<file path="config.mk">
export PLATFORM = sky130hd
export DESIGN_NAME = cdc_data_launch
export DESIGN_NICKNAME = d
export VERILOG_FILES = /design/src/rtl/cdc_pkg.sv /design/src/rtl/bit_sync.sv /design/src/rtl/cdc_data_launch.sv
export SDC_FILE = /design/constraint.sdc
export NUM_CORES = 1
export LEC_CHECK = 0
export ABC_AREA = 1
export CAP_MARGIN = 20
export CORE_MARGIN = 2
export CORE_UTILIZATION = 50
export CTS_BUF_LIST = sky130_fd_sc_hd__clkbuf_4
export DETAILED_ROUTE_END_ITERATION = 8
export PLACE_DENSITY = 0.89
export SKIP_CTS_REPAIR_TIMING = 1
export SLEW_MARGIN = 25
export SYNTH_ARGS = -nofsm -noshare
export SYNTH_HDL_FRONTEND = slang
export SYNTH_SLANG_ARGS = --single-unit
</file>
<file path="constraint.sdc">
create_clock -name clk_a -period 1.55 [get_ports clk_a]
set_clock_uncertainty 0.1 [all_clocks]
set_input_delay 0.31 -clock clk_a [delete_from_list [all_inputs] [get_ports clk_a]]
set_output_delay 0.31 -clock clk_a [all_outputs]
set_load 0.01 [all_outputs]
</file>
<file path="src/rtl/cdc_pkg.sv">
// Shared types and default constants for the enable-qualified CDC launch/capture pair.
package cdc_pkg;

  localparam int unsigned CDC_SYNC_STAGES = 2;
  localparam int unsigned CDC_DATA_W      = 4;

  typedef enum logic [1:0] {
    StIdle,
    StSetup,
    StAssert,
    StRelease
  } launch_state_t;

endpackage

</file>
<file path="src/rtl/bit_sync.sv">
// N-stage single-bit synchroniser with synchronous active-low reset.
module bit_sync
  import cdc_pkg::*;
#(
  parameter int unsigned N = CDC_SYNC_STAGES
) (
  input  logic clk,
  input  logic rstn,
  input  logic d,
  output logic q
);

  logic [N-1:0] sync_q;

  always_ff @(posedge clk) begin
    if (!rstn) begin
      sync_q <= '0;
    end else begin
      sync_q <= {sync_q[N-2:0], d};
    end
  end

  assign q = sync_q[N-1];

endmodule

</file>
<file path="src/rtl/cdc_data_launch.sv">
// Source-side launcher: holds each accepted word under a four-phase data_en/ack handshake
// with a minimum enable width and an optional acknowledge timeout.
module cdc_data_launch
  import cdc_pkg::*;
#(
  parameter int unsigned DATA_W      = CDC_DATA_W,
  parameter int unsigned HOLD_MIN    = 4,
  parameter int unsigned SYNC_STAGES = CDC_SYNC_STAGES,
  parameter int unsigned ACK_TIMEOUT = 64
) (
  input  logic              clk_a,
  input  logic              arstn,
  input  logic [DATA_W-1:0] in_data,
  input  logic              in_valid,
  output logic              in_ready,
  output logic [DATA_W-1:0] data_in,
  output logic              data_en,
  input  logic              ack_b,
  output logic              timeout,
  output logic [7:0]        err_cnt,
  output logic [15:0]       tx_cnt
);

  localparam int unsigned TO_W = (ACK_TIMEOUT > 1) ? $clog2(ACK_TIMEOUT) : 1;
  localparam logic [TO_W-1:0] TO_LAST = TO_W'((ACK_TIMEOUT == 0) ? 0 : ACK_TIMEOUT - 1);
  localparam logic [7:0] HOLD_SAT  = 8'(HOLD_MIN);
  localparam logic [7:0] HOLD_LAST = 8'(HOLD_MIN - 1);

  launch_state_t     state_q, state_d;
  logic [DATA_W-1:0] data_q, data_d;
  logic              en_q, en_d;
  logic              rdy_q, rdy_d;
  logic              timeout_q, timeout_d;
  logic [7:0]        err_q, err_d;
  logic [15:0]       tx_q, tx_d;
  logic [7:0]        hold_q, hold_d;
  logic [TO_W-1:0]   to_q, to_d;
  logic              ack_s;

  bit_sync #(
    .N(SYNC_STAGES)
  ) u_ack_sync (
    .clk (clk_a),
    .rstn(arstn),
    .d   (ack_b),
    .q   (ack_s)
  );

  always_comb begin
    state_d   = state_q;
    data_d    = data_q;
    en_d      = en_q;
    rdy_d     = rdy_q;
    timeout_d = 1'b0;
    err_d     = err_q;
    tx_d      = tx_q;
    hold_d    = hold_q;
    to_d      = to_q;
    unique case (state_q)
      StIdle: begin
        rdy_d = 1'b1;
        en_d  = 1'b0;
        if (in_valid && rdy_q) begin
          data_d  = in_data;
          rdy_d   = 1'b0;
          state_d = StSetup;
        end
      end
      StSetup: begin
        en_d    = 1'b1;
        hold_d  = '0;
        to_d    = '0;
        state_d = StAssert;
      end
      StAssert: begin
        if (hold_q != HOLD_SAT) hold_d = hold_q + 8'd1;
        to_d = to_q + 1'b1;
        // Acknowledge takes priority over a timeout qualifying in the same cycle.
        if (ack_s && (hold_q >= HOLD_LAST)) begin
          en_d    = 1'b0;
          tx_d    = tx_q + 16'd1;
          state_d = StRelease;
        end else if ((ACK_TIMEOUT != 0) && (to_q == TO_LAST)) begin
          en_d      = 1'b0;
          timeout_d = 1'b1;
          if (err_q != 8'hff) err_d = err_q + 8'd1;
          state_d   = StRelease;
        end
      end
      StRelease: begin
        if (!ack_s) begin
          rdy_d   = 1'b1;
          state_d = StIdle;
        end
      end
      default: state_d = StIdle;
    endcase
  end

  always_ff @(posedge clk_a) begin
    if (!arstn) begin
      state_q   <= StIdle;
      data_q    <= '0;
      en_q      <= 1'b0;
      rdy_q     <= 1'b0;
      timeout_q <= 1'b0;
      err_q     <= '0;
      tx_q      <= '0;
      hold_q    <= '0;
      to_q      <= '0;
    end else begin
      state_q   <= state_d;
      data_q    <= data_d;
      en_q      <= en_d;
      rdy_q     <= rdy_d;
      timeout_q <= timeout_d;
      err_q     <= err_d;
      tx_q      <= tx_d;
      hold_q    <= hold_d;
      to_q      <= to_d;
    end
  end

  assign in_ready = rdy_q;
  assign data_in  = data_q;
  assign data_en  = en_q;
  assign timeout  = timeout_q;
  assign err_cnt  = err_q;
  assign tx_cnt   = tx_q;

endmodule
</file>
; After elaboration in Yosys (flattened, before gate mapping)
; Cells that the tools add are included.
[classes]
muxes = 15
eq_ne = 10
n_addsub = 4
bitwise = 3
order_cmp = 1
n_reduce_logical = 14
[op_table]
columns = cell, count
row1 = adder 16 x 1 -> 16 bit (second input constant), 1
row2 = adder 8 x 1 -> 8 bit (second input constant), 2
row3 = case mux 8 bit (2 select lines), 1
row4 = case mux 6 bit (2 select lines), 1
row5 = AND reduction 2 bit, 5
row6 = greater-or-equal comparator 8 x 2 -> 1 bit (second input constant), 1
row7 = 2-to-1 mux 2 bit, 4
row8 = 2-to-1 mux 8 bit, 1
row9 = != test 8 x 3 -> 1 bit (second input constant), 1
row10 = != test 8 bit (second input constant), 1
row11 = case mux 2 bit (4 select lines), 1
row12 = adder 6 x 1 -> 6 bit (second input constant), 1
row13 = equality test 6 bit (second input constant), 1
row14 = != test 2 bit (second input constant), 3
row15 = 2-to-1 mux 1 bit, 5
row16 = equality test 2 bit (second input constant), 2
row17 = AND reduction 4 bit, 1
row18 = nonzero test 2 bit, 2
row19 = != test 3 bit (second input constant), 1
row20 = inverter 1 bit, 3
row21 = case mux 1 bit (3 select lines), 1
row22 = AND reduction 3 bit, 1
row23 = nonzero test 3 bit, 1
row24 = OR reduction 3 bit, 1
row25 = other kinds (4), 5
[word_totals]
reg_bits = 49
wordCells = 57

; Logic depth before layout (Yosys ltp)
[logic_depth]
ltp_word = 4
ltp_mapped = 10

; Cells and area by module
; Synthesis repeated with hierarchy kept, for this count alone.
[unflattened]
hier_cells = 359
area_unflattened_um2 = 2482.4
[modules_own_cells]
columns = module, n_inst, area_per_inst_um2, cells_each
row1 = cdc_data_launch, 1, 2427.3, 353
row2 = bit_sync, 1, 55.1, 6

; Worst setup path after synthesis
; No wires, ideal clock.
[synth_timing]
path_type = register to register
startpoint = register state_q[0]
endpoint = register hold_q[4]
stages_incl_launch_ff = 10
required_ps = 1335
path_slack_ps = -29
arrival_ps = 1364
path_cell_list = dfxtp_1 -> inv_1 -> ha_1 -> buf_4 -> inv_1 -> nand2_1 -> nand2_2 -> nand2_1 -> xor2_1 -> nor2_1
[synth_via]
elab_chain_len = 3
[synth_rtl]
columns = item, line_no
row1 = "start, declared", cdc_data_launch.sv:29  ; launch_state_t state_q, state_d;
row2 = "start signal, assigned", cdc_data_launch.sv:102  ; state_q <= StIdle;
row3 = "start signal, assigned", cdc_data_launch.sv:112  ; state_q <= state_d;
row4 = equality test 2 bit / equality test 2 x 1 -> 1 bit (equally long branches), cdc_data_launch.sv:59  ; unique case (state_q)
row5 = != test 2 bit (no line) / nonzero test 2 bit (equally long branches), n/a
row6 = AND reduction 2 bit (no line), n/a
row7 = "end signal, assigned", cdc_data_launch.sv:119  ; hold_q <= hold_d;
row8 = "end, declared", cdc_data_launch.sv:36  ; logic [7:0] hold_q, hold_d;
; Parallel ways exist; a longest one is shown, timed or not.
; A chain may end at the register's enable or synchronous reset.

; Worst setup path in the final report
[layout_timing]
startpoint = register hold_q[4]
endpoint = register tx_q[7], in the netlist tx_cnt[7]
[layout_via]
elab_chain_len = 3
[layout_rtl]
columns = item, line_no
row1 = greater-or-equal comparator 8 x 2 -> 1 bit, cdc_data_launch.sv:79  ; if (ack_s && (hold_q >= HOLD_LAST)) begin
row2 = logical AND 1 bit, cdc_data_launch.sv:79
row3 = AND reduction 2 bit (no line), n/a
row4 = "end signal, assigned", cdc_data_launch.sv:118  ; tx_q <= tx_d;
row5 = "end, declared", cdc_data_launch.sv:35  ; logic [15:0] tx_q, tx_d;
; No other way between the ends.

==> run summary <==
Final Max Tran Viols -> 0
Max-Cap Viols -> 0
Routed Wire Length -> 8080 µm
failing checks -> setup timing
syn_nets -> 379
Final #Nets -> 461
Distinct cells, synth -> 28
outcome -> complete, but fails checks
Die Wd -> 75.0 µm
# IOs -> 39
Slew headroom -> 0.778
via/cell ratio -> 5.62
CP Class -> reg2reg
DR pass1 iterations -> 4
wire per inst -> 15.8 µm
maximum VDD drop -> 0.000702 V
Setup WS post-layout -> -0.116 ns
CP Data Required Time -> 1.73 ns
synthesis-stage register bit count -> 49
starting density of the core -> 0.526
Setup crit start kind -> flop
final hold vios -> 0
HP Class -> reg2reg
Final Setup Violations -> 23
Max Fclk -> 0.600 GHz
Seq/Total Area, Yosys -> 0.389
worst-skew pair later-pin latency -> 0.39 ns
Clock Path Buffers -> 2
synth warn -> 0
met3 Use GR -> 0.0375
CP max FO -> 5
Rows -> 25
vias in the first global route -> 2404
Tcrit/Tclk final -> 1.07
Inserted Clock Buffers -> 5
Filler cells -> 290
Post-DRT Antenna Nets -> 0
DP HPWL -> 4520 µm
DRC Markers -> 0
die area -> 0.00562 mm²
initial antenna violation count -> 0
Mean Syn Cell Area -> 6.96 µm²
CP arrival -> 1.85 ns
CTS tree -> done
Post-Syn Area -> 0.00252 mm²
Tightest Pin Transition -> 0.332 ns
met2 Usage GRT -> 0.423
CP Capture Type -> flop
GRT met1 Usage -> 0.253
fin crit period -> 1.67 ns
layout cells sized above 1 -> 0.337
Port Buf Inserts -> 38
Clock Sinks -> 49
leakage power -> 1.97 nW
RSZ-0062 raised after global routing -> true
largest net degree at the start of global routing -> 22
H-tree depth -> 2
final non-filler cell area -> 0.00380 mm²
DP Area -> 0.00322 mm²
area grow syn2layout -> 50.9%
Core ar. -> 0.00479 mm²
pwr dens -> 916 mW/mm²
GP Congestion -> 0.876
Via Count -> 2876
total global-route track usage -> 0.225
antenna diode instance count -> 0
busiest grt layer -> met2
first-pass GRT wire length -> 9880 µm
Fin Setup TNS -> -1.31 ns
Post-Syn Instances -> 362
CTS root buf -> clkbuf_4
die height -> 75.0 µm
GR Overflow Total -> 0
initial DRC count -> 284
clock slew at the register clock pins of the worst setup and hold paths -> 0.14 ns
## worst paths after layout
check | start | end | slack [ns] | depth (start not counted)
hold reg to reg | data_in[2] | data_in[2] | 0.35 | 2
hold / removal | data_in[2] | data_in[2] | 0.35 | 2
setup reg to reg | hold_q[4] | tx_cnt[7] | -0.12 | 8
setup / recovery | hold_q[4] | tx_cnt[7] | -0.12 | 8
## critical path, stage by stage, from the launching register on
cell     delay (ns)
dfxtp_1        0.36
nor2_2         0.19
nand2_2        0.14
o21ai_4        0.25
buf_6          0.14
buf_6          0.11
nor2_4         0.06
a21oi_2        0.15
nor2_1         0.07
## synth_stat cells, drive strengths merged
cell type   n  area (µm²)
a21oi      41         209
xnor2       1        8.76
nor2       39         151
xor2       10        87.6
inv        41         154
nor3b       1        7.51
buf         4        30.0
nand3b      1        7.51
o21ai      12        75.1
a31oi       2        12.5
nor3       17        90.1
dfxtp      49         981
nand4       6        37.5
nand3      28         163
ha          9         113
nand2      97         372
clkinv      1        8.76
clkbuf      3        11.3
## per-layer routing
| metal | wire, µm | vias up |
|---|---|---|
| met5 | 0 | - |
| met4 | 467 | 0 |
| met3 | 553 | 53 |
| met2 | 4100 | 142 |
| met1 | 2960 | 1343 |
| li1 | - | 1338 |
## per-stage QoR
| stage | total power, mW | setup slack (ns) | hold WS (ns) | utilization | std cells |
|---|---|---|---|---|---|
| 4_1_cts | 3.11 | -0.274 | 0.333 | 0.690 | 502 |
| 3_5_place_dp | 2.37 | -0.0782 | 0.317 | 0.674 | 494 |
| 2_1_floorplan | 1.97 | -0.0208 | 0.290 | - | 362 |
| 5_1_grt | 3.64 | -0.167 | 0.353 | 0.794 | 512 |
| 3_3_place_gp | 2.33 | -0.00747 | 0.293 | 0.674 | 494 |
| 6_report | 3.48 | -0.116 | 0.354 | 0.794 | 512 |
## cell families (layout without fill, tap and decap cells)
logic type	after synthesis	after routing	synth area share
xor+xnor	11	11	0.0383
flops	49	49	0.389
fa+ha+maj	9	9	0.0447
buf+inv	49	128	0.0810
compound gates	55	55	0.118
simple gates	189	193	0.329
## cell usage in the layout (no fill, tap or decap), types with 2 or more instances in the layout
cell / count
inv_1: 33
a21oi_2: 14
ha_1: 4
o21ai_0: 7
nor2_1: 31
buf_4: 32
nand2_4: 3
ha_4: 3
nor3_1: 11
nand2_2: 15
inv_2: 6
nand4_1: 6
clkdlybuf4s50_1: 7
nand3_1: 19
dfxtp_4: 7
nand2_1: 80
clkbuf_4: 6
nor2_4: 5
nand3_2: 6
ha_2: 2
nand3_4: 3
a21oi_1: 26
dfxtp_1: 23
buf_6: 7
a31oi_1: 2
dfxtp_2: 19
nor2_2: 6
nor3_2: 6
o21ai_1: 2
o21ai_4: 2
xor2_1: 10
dlymetal6s2s_1: 31
## where the power goes
group          switching (mW)  leakage (nW)  total, mW  internal, mW
registers              0.0910         0.412       1.46          1.36
clock network           0.412        0.0433      0.766         0.354
logic                   0.715          1.51       1.26         0.546
total                    1.22          1.97       3.48          2.26
## area by class of cell
class                   instances  area (µm²)  share of cell area
repair buffers                 78         797               0.210
multi-input cells             268        1640               0.431
clock buffers                   6        45.0              0.0118
flip-flops and latches         49        1030               0.271
clock inverters                 2        33.8             0.00889
well taps                      67        83.8              0.0221
inverters                      42         173              0.0454
## registers in the layout (all words and copies together) (netlist names)
signal and cells:
data_en 1, tx_cnt 16, to_q 6, timeout 1, data_in 4, err_cnt 8, in_ready 1, hold_q 8
u_ack_sync.sync_q 2, state_q 2
Note: power is estimated with default switching activity, not from simulation.
